$ cat src/rtl/addsub_arbiter.sv
// Two-port round-robin front end for one shared combinational add/sub unit.
// Requests are accepted in IDLE, run through the unit for one cycle, and the result is held until the owner takes it.
//
//   state | meaning
//   ------+----------------------------------------------------------------
//   IDLE  | no operation in flight; grant one requester if any is valid
//   EXEC  | registered operands drive the shared unit; capture at the edge
//   RESP  | result and flags held for the owner until it accepts them
module addsub_arbiter #(
    parameter int WIDTH = 32
) (
    input  logic             clk,
    input  logic             rst_n,

    input  logic             req0_valid,
    output logic             req0_ready,
    input  logic [WIDTH-1:0] req0_a,
    input  logic [WIDTH-1:0] req0_b,
    input  logic             req0_sub,

    input  logic             req1_valid,
    output logic             req1_ready,
    input  logic [WIDTH-1:0] req1_a,
    input  logic [WIDTH-1:0] req1_b,
    input  logic             req1_sub,

    output logic [WIDTH-1:0] alu_a,
    output logic [WIDTH-1:0] alu_b,
    output logic             alu_sub,
    input  logic [WIDTH-1:0] alu_result,
    input  logic             alu_overflow,
    input  logic             alu_zero,
    input  logic             alu_carry,

    output logic             rsp0_valid,
    input  logic             rsp0_ready,
    output logic             rsp1_valid,
    input  logic             rsp1_ready,
    output logic [WIDTH-1:0] rsp_result,
    output logic [2:0]       rsp_flags,

    output logic             busy
);

    typedef enum logic [1:0] {
        ST_IDLE = 2'd0,
        ST_EXEC = 2'd1,
        ST_RESP = 2'd2
    } state_t;

    state_t             state_q, state_d;
    logic               last_grant_q, last_grant_d;
    logic               owner_q, owner_d;
    logic [WIDTH-1:0]   op_a_q, op_a_d;
    logic [WIDTH-1:0]   op_b_q, op_b_d;
    logic               op_sub_q, op_sub_d;
    logic [WIDTH-1:0]   rsp_result_q, rsp_result_d;
    logic [2:0]         rsp_flags_q, rsp_flags_d;

    logic               grant_vld;
    logic               grant_id;
    logic               rsp_hs;

    // On a tie the requester that was not served last wins.
    always_comb begin
        grant_vld = 1'b0;
        grant_id  = 1'b0;
        if (req0_valid && req1_valid) begin
            grant_vld = 1'b1;
            grant_id  = ~last_grant_q;
        end else if (req0_valid) begin
            grant_vld = 1'b1;
            grant_id  = 1'b0;
        end else if (req1_valid) begin
            grant_vld = 1'b1;
            grant_id  = 1'b1;
        end
    end

    always_comb begin
        rsp_hs = owner_q ? rsp1_ready : rsp0_ready;
    end

    always_ff @(posedge clk or negedge rst_n) begin
        if (!rst_n) begin
            state_q      <= ST_IDLE;
            last_grant_q <= 1'b1;
            owner_q      <= 1'b0;
            op_a_q       <= '0;
            op_b_q       <= '0;
            op_sub_q     <= 1'b0;
            rsp_result_q <= '0;
            rsp_flags_q  <= '0;
        end else begin
            state_q      <= state_d;
            last_grant_q <= last_grant_d;
            owner_q      <= owner_d;
            op_a_q       <= op_a_d;
            op_b_q       <= op_b_d;
            op_sub_q     <= op_sub_d;
            rsp_result_q <= rsp_result_d;
            rsp_flags_q  <= rsp_flags_d;
        end
    end

    always_comb begin
        state_d = state_q;
        case (state_q)
            ST_IDLE: if (grant_vld) state_d = ST_EXEC;
            ST_EXEC: state_d = ST_RESP;
            ST_RESP: if (rsp_hs) state_d = ST_IDLE;
            default: state_d = ST_IDLE;
        endcase
    end

    // Operand registers double as the shared-unit drivers, so they hold between operations.
    always_comb begin
        last_grant_d = last_grant_q;
        owner_d      = owner_q;
        op_a_d       = op_a_q;
        op_b_d       = op_b_q;
        op_sub_d     = op_sub_q;
        rsp_result_d = rsp_result_q;
        rsp_flags_d  = rsp_flags_q;
        if (state_q == ST_IDLE && grant_vld) begin
            owner_d  = grant_id;
            op_a_d   = grant_id ? req1_a   : req0_a;
            op_b_d   = grant_id ? req1_b   : req0_b;
            op_sub_d = grant_id ? req1_sub : req0_sub;
        end
        if (state_q == ST_EXEC) begin
            rsp_result_d = alu_result;
            rsp_flags_d  = {alu_carry, alu_zero, alu_overflow};
            last_grant_d = owner_q;
        end
    end

    // Ready is gated by rst_n so nothing looks accepted while reset is held.
    always_comb begin
        req0_ready = rst_n && (state_q == ST_IDLE) && grant_vld && !grant_id;
        req1_ready = rst_n && (state_q == ST_IDLE) && grant_vld &&  grant_id;
        rsp0_valid = (state_q == ST_RESP) && !owner_q;
        rsp1_valid = (state_q == ST_RESP) &&  owner_q;
        busy       = (state_q != ST_IDLE);
        alu_a      = op_a_q;
        alu_b      = op_b_q;
        alu_sub    = op_sub_q;
        rsp_result = rsp_result_q;
        rsp_flags  = rsp_flags_q;
    end

endmodule
$ cat config.mk
export PLATFORM = sky130hd
export DESIGN_NAME = addsub_arbiter
export DESIGN_NICKNAME = d
export VERILOG_FILES = /design/src/rtl/addsub_arbiter.sv
export SDC_FILE = /design/constraint.sdc
export NUM_CORES = 1
export LEC_CHECK = 0
export CORE_UTILIZATION = 36
export CTS_BUF_LIST = sky130_fd_sc_hd__clkbuf_8
export DETAILED_ROUTE_END_ITERATION = 8
export PLACE_DENSITY = 0.91
export REMOVE_ABC_BUFFERS = 1
export SLEW_MARGIN = 20
export SYNTH_ARGS = -nofsm -noshare
export SYNTH_HDL_FRONTEND = slang
export SYNTH_SLANG_ARGS = --single-unit
$ cat constraint.sdc
create_clock -name clk -period 1.7 [get_ports clk]
set_input_delay 0.34 -clock clk [delete_from_list [all_inputs] [get_ports clk]]
set_output_delay 0.34 -clock clk [all_outputs]
set_load 0.01 [all_outputs]
==> flow_metrics.py, run 1 <==
metrics = {
    "outcome": {
        "status": "finished, violations left",
        "violations": "negative setup slack",
    },
    "timing": {
        "rsz0062_at_grt": "yes",
        "setup_violations": 45,
        "post-route-period-util_pct": 104,
        "fin_ws_ns": -0.0677,
        "tightest_slew_ns": 0.693,
        "report.final.hold_viol_count": 0,
        "period_needed_ns": 1.77,
        "slew_headroom_pct": 53.8,
        "fmax_mhz": 566,
        "report.final.slew_viol_count": 0,
        "hold_ws_ns": 0.199,
        "finalClockSkew_ns": 0.00845,
    },
    "global_routing": {
        "grt_max_degree": 53,
        "grt_pass1_wl_microns": 23600,
        "grt_pass1_vias": 4242,
        "antenna_found_initial": 0,
        "track_usage_pct": 22.2,
        "grt_remaining_overflow": 0,
    },
    "detailed_routing": {
        "ant_nets": 0,
        "drc_errors": 0,
        "avgRoutedWirePerCell_microns": 19.7,
        "wl_microns": 15300,
        "dr.pass1.iters": 4,
        "num_vias": 3755,
        "routed_via_density": 4.83,
        "initialDrtViolationCount": 114,
    },
    "critical_path": {
        "worst-setup-path-type": "flip-flop to flip-flop",
        "required_ns": 1.97,
        "endpoint_kind": "flip-flop",
        "worstReg2RegEnd": "alu_a[30]",
        "cp.arrival_ns": 2.03,
        "rr_startpoint": "last_grant_q",
        "r2r_slack_ns": -0.07,
        "cp_max_fo": 4,
        "start_kind": "flip-flop",
        "reg2regPathDepth": 6,
    },
    "clock_network": {
        "clock_tree.buffer_depth": 2,
        "clk_pin_slew_ns": 0.10,
        "cts-root-buf": "clkbuf_8",
        "cts_buffers": 9,
        "clock_latency_ns": 0.38,
        "cts.sinks": 104,
        "cts_tree": "yes",
        "htreeDepth": 3,
    },
    "floorplanning": {
        "die_area_sq_um": 13800,
        "core_sq_um": 12800,
        "fp.dieH_microns": 118,
        "rows": 41,
        "io_pins": 276,
        "die_w_microns": 118,
        "initial_core_util_pct": 37.5,
    },
    "synth": {
        "yosysUniqueCellTypes": 18,
        "yosys.area.top_type_share_pct": 53.6,
        "yosys_register_bits": 104,
        "synth-edff-count": 0,
        "yosys.cell_count.top_type": "mux2_2",
        "ys_top_cells_by_count": "mux2_2, dfrtp_1, mux2_4, buf_2, buf_6",
        "async_reset_ff_share_pct": 100,
        "synthCells": 305,
        "synth_area_sq_um": 4810,
        "yosys.area.top_type": "dfrtp_1",
        "synth_warnings": 0,
        "synth.area.top_cells": "dfrtp_1, mux2_2, mux2_4, buf_2, buf_6",
        "syn_area_per_cell_sq_um": 15.8,
        "ys.flop_type": "dfrtp_1",
        "synth_seq_area_share_pct": 54.2,
    },
    "layout": {
        "final_nets": 772,
        "n_antenna_cell": 0,
        "final_area_sq_um": 8620,
        "drive_gt1_share_pct": 36.5,
        "finalNonFillerCells": 777,
        "final_core_util_pct": 67.2,
        "areaGrowthSynthToFinish_pct": 79.4,
    },
    "power_and_ir_drop": {
        "p_per_area_nw_per_um2": 1620,
        "finalPower_mw": 14.0,
        "power_frac_comb_pct": 56.1,
        "switchingPower_mw": 4.32,
        "swShare_pct": 31.0,
        "p_clk_share_pct": 11.7,
        "p_leak_nw": 3.99,
        "ir_drop_uv": 1110,
        "seqPwrFrac_pct": 32.2,
        "p_int_mw": 9.64,
    },
    "placement": {
        "gp_congestion": 0.790,
        "dpl.cell_count": 752,
        "dp_hpwl_microns": 10800,
        "placed_cell_area_sq_um": 7870,
        "io_buffers": 275,
    },
    "worst_hold_path": {
        "hp-class": "input pin to asynchronous set/reset pin",
    },
    "job": {
        "maxCapViolations": 0,
    },
}
[registers in the layout (all words and copies together) (netlist names)]
register / cells
state_q: 2
alu_b: 32
owner_q: 1
rsp_flags: 3
rsp_result: 32
last_grant_q: 1
alu_a: 32
alu_sub: 1
[layout by cell type (no fill, tap or decap)]
cell,n
nand2_1,1
clkbuf_16,1
buf_16,2
o21a_4,1
clkinvlp_4,1
nand2b_4,1
dfrtp_1,103
dfstp_2,1
buf_12,5
dlygate4sd2_1,2
buf_2,3
nand2b_1,1
buf_6,11
mux2_4,117
buf_8,2
inv_1,4
dlymetal6s2s_1,19
mux2_2,49
clkbuf_8,12
a21bo_4,1
o21ai_0,2
nor2_2,2
dlygate4sd3_1,1
clkdlybuf4s50_1,248
nor3_1,1
bufinv_16,1
and3_4,1
buf_4,10
nor2_1,1
o22ai_1,1
[how the worst max path moves through the flow]
| stage | depth (start not counted) | endpoint | startpoint | slack, ns |
|---|---|---|---|---|
| 2_1_floorplan | 3 | req0_ready | state_q[0] | -1.32 |
| 3_3_place_gp | 4 | req0_ready | req1_valid | -0.44 |
| 3_5_place_dp | 6 | alu_b[31] | req0_valid | -0.50 |
| 4_1_cts | 6 | alu_a[26] | last_grant_q | -0.07 |
| 5_1_grt | 6 | alu_a[21] | last_grant_q | -0.11 |
| 6_report | 6 | alu_a[30] | last_grant_q | -0.07 |
[metal layers]
layer / track usage [%] / up-vias / wire length (microns)
li1: - / 1676 / -
met1: 22.6 / 1882 / 5400
met2: 41.2 / 154 / 8340
met3: 7.03 / 43 / 965
met4: 10.0 / 0 / 598
met5: 0 / - / 0
[kinds of logic (layout without fill, tap and decap cells)]
family,after synthesis,after routing,synth area share [%]
AO/OA/AOI/OAI,5,5,0.703
AND/OR/NAND/NOR,8,8,0.807
flip-flops,104,104,54.2
multiplexers,166,166,41.6
buffers and inverters,22,322,2.76
[per-stage QoR]
step	TNS, ns	worst slack [ns]
after floorplan	-82.83	-1.32
after global placement	-25.95	-0.440
after detailed placement	-29.52	-0.501
after CTS	-1.48	-0.0736
after global routing	-3.82	-0.111
final	-1.14	-0.0677
[layout make-up]
class / instances / area, sq um
fill: 902 / 4200
clock buffer: 12 / 165
timing repair buffer: 304 / 3170
multi-input combinational: 179 / 2410
clock inverter: 3 / 41.3
inverter: 3 / 11.3
tap: 172 / 215
sequential: 104 / 2600
[worst max-delay path, stage by stage, from the launching register on]
cell	delay (ns)
dfstp_2	0.55
a21bo_4	0.17
buf_8	0.13
buf_6	0.10
buf_6	0.10
mux2_2	0.32
mux2_4	0.26
[power groups by stage]
stage | combinational [mW] | sequential (mW) | clock (mW)
after floorplan | 2.77 | 5.00 | 0
after global placement | 6.96 | 4.40 | 0
after detailed placement | 7.13 | 4.50 | 0
after CTS | 7.66 | 4.48 | 1.69
after global routing | 8.22 | 4.65 | 1.78
final | 7.83 | 4.50 | 1.63
[timing repair]
action | 4_1_cts | 5_1_grt
endpoints found under the hold margin | 3 | 0
setup endpoints to repair | 63 | 86
setup buffers | 6 | 0
resized for setup | 92 | 54
gates cloned | 2 | 1
hold buffers | 1 | 0
pin swaps | 2 | 0
No activity file was read; power rests on OpenSTA's default activity.
==> inputs of run 2 (changes only) <==
Settings changed: ABC_AREA set to 0.
==> results of run 2 <==
The final DEF is identical to that of run 1; final timing and power are the same.
==> inputs of run 3 (changes only) <==
Settings changed: ABC_CLOCK_PERIOD_IN_PS set to 1700, CORE_UTILIZATION 36 to 35, PLACE_DENSITY 0.91 to 0.89.
==> run 3 against run 2 <==
Compared with the run above: the flow still finishes with violations (negative setup slack); via count decreased by 2.9%; first-iteration DRC count down 30%; clock-buffer cell count is 1 lower; worst setup slack gained 0.026 ns; clock skew shrank 0.00091 ns; clock power hardly changed; critical endpoint is now alu_a[7]; largest power group unchanged.
==> flow_metrics.py, run 3 (same netlist as run 1, synthesis figures left out) <==
metrics = {
    "outcome": {
        "status": "finished, violations left",
        "violations": "negative setup slack",
    },
    "placement": {
        "dp_hpwl_microns": 10400,
        "gp_congestion": 0.799,
        "io_buffers": 275,
        "placed_cell_area_sq_um": 7850,
    },
    "layout": {
        "final_nets": 762,
        "n_fill_cell": 1024,
        "final_common_cell": "clkdlybuf4s50_1",
        "drive_gt1_share_pct": 35.7,
        "regArea_sq_um": 2600,
        "multi_input_area_sq_um": 2160,
        "n_antenna_cell": 0,
        "final_area_sq_um": 8190,
        "final_core_util_pct": 61.6,
        "areaGrowthSynthToFinish_pct": 70.5,
        "layout.cells.most_common_list": "clkdlybuf4s50_1, mux2_2, dfrtp_1",
    },
    "global_routing": {
        "track_usage_pct": 19.7,
        "grt_pass1_wl_microns": 21500,
        "grt_remaining_overflow": 0,
        "antenna_found_initial": 0,
        "grt_pass1_vias": 4128,
        "grt_max_degree": 55,
    },
    "critical_path": {
        "required_ns": 1.96,
        "crit_family": "multiplexers",
        "cp_max_fo": 12,
        "cp.depth": 5,
        "reg2regPathDepth": 5,
        "endpoint_kind": "flip-flop",
        "start_kind": "flip-flop",
        "cp_cell_sequence": "a21bo_4 -> buf_6 -> buf_12 -> mux2_4 -> mux2_2",
        "cp_slowest_cell": "dfstp_2",
        "max_stage_delay_ns": 0.55,
        "cp.arrival_ns": 2.00,
        "cp.buffers_inverters": 2,
        "worst-setup-path-type": "flip-flop to flip-flop",
    },
    "power_and_ir_drop": {
        "p_int_mw": 9.13,
        "swShare_pct": 30.9,
        "switchingPower_mw": 4.09,
        "ir_drop_uv": 831,
        "finalPower_mw": 13.2,
        "seqPwrFrac_pct": 33.9,
        "p_leak_nw": 3.48,
        "power_frac_comb_pct": 54.0,
        "p_clk_share_pct": 12.2,
        "p_per_area_nw_per_um2": 1610,
    },
    "timing": {
        "fin_ws_ns": -0.0414,
        "finalClockSkew_ns": 0.00754,
        "hold_ws_ns": 0.148,
        "post-route-period-util_pct": 102,
        "fmax_mhz": 574,
        "setup_violations": 27,
        "tightest_slew_ns": 0.688,
        "report.final.hold_viol_count": 0,
        "slew_headroom_pct": 54.1,
        "report.final.slew_viol_count": 0,
        "period_needed_ns": 1.74,
        "rsz0062_at_grt": "yes",
    },
    "detailed_routing": {
        "initialDrtViolationCount": 80,
        "wl_microns": 13900,
        "avgRoutedWirePerCell_microns": 17.9,
        "dr.pass1.iters": 4,
        "num_vias": 3646,
        "ant_nets": 0,
        "routed_via_density": 4.72,
        "drc_errors": 0,
    },
    "floorplanning": {
        "core_sq_um": 13300,
        "fp.dieH_microns": 119,
        "die_area_sq_um": 14200,
        "io_pins": 276,
        "rows": 42,
        "initial_core_util_pct": 36.1,
        "die_w_microns": 119,
    },
    "clock_network": {
        "clock_latency_ns": 0.37,
        "cts_buffers": 9,
        "htreeDepth": 3,
        "cts.sinks": 104,
        "cts_tree": "yes",
        "clock_tree.buffer_depth": 2,
        "clk_pin_slew_ns": 0.10,
        "cts-root-buf": "clkbuf_8",
    },
    "job": {
        "maxCapViolations": 0,
    },
    "worst_hold_path": {
        "hp-class": "input pin to asynchronous set/reset pin",
    },
}
[run 3: final timing paths]
| kind | startpoint | endpoint | slack, ns |
|---|---|---|---|
| max in group asynchronous | rst_n | alu_b[6] | 1.08 |
| hold / removal | rst_n | alu_b[8] | 0.15 |
| setup / recovery | last_grant_q | alu_a[7] | -0.04 |
| hold reg to reg | last_grant_q | last_grant_q | 0.49 |
| setup reg to reg | last_grant_q | alu_a[7] | -0.04 |
| min in group clk | last_grant_q | last_grant_q | 0.49 |
[run 3: what timing repair did]
item,CTS,global route
hold buffers,1,0
buffers inserted,0,0
pin swaps,1,2
resized for setup,39,11
setup endpoints to repair,66,71
cloned,0,2
hold endpoints to repair,1,0
[run 3: through the flow]
| stage | setup WS (ns) | cells | TNS (ns) |
|---|---|---|---|
| finish | -0.0414 | 772 | -0.684 |
| global route | -0.0973 | 772 | -2.69 |
| CTS | -0.0738 | 770 | -2.13 |
| detailed placement | -0.521 | 753 | -24.47 |
| global placement | -0.500 | 753 | -22.08 |
| floorplan | -1.32 | 286 | -82.83 |
[run 3: power by group through the flow]
stage | Sequential (mW) | Clock (mW) | Combinational (mW)
final | 4.47 | 1.61 | 7.13
after floorplan | 5.00 | 0 | 2.77
after global routing | 4.64 | 1.75 | 7.52
after global placement | 4.42 | 0 | 6.93
after CTS | 4.48 | 1.68 | 7.16
after detailed placement | 4.51 | 0 | 7.08
[run 3: routing by layer]
layer	GRT usage, %	up-vias	routed length, microns
met2	37.0	140	7650
met5	0	-	0
met4	9.26	0	376
met3	4.26	26	692
li1	-	1664	-
met1	20.8	1816	5140
[run 3: cell type report]
type / count / share of cell area [%]
repair buffers: 294 / 36.5
flip-flops and latches: 104 / 31.8
multi-input cells: 179 / 26.3
well taps: 176 / 2.69
clock buffers: 11 / 1.85
clock inverters: 5 / 0.672
inverters: 3 / 0.137
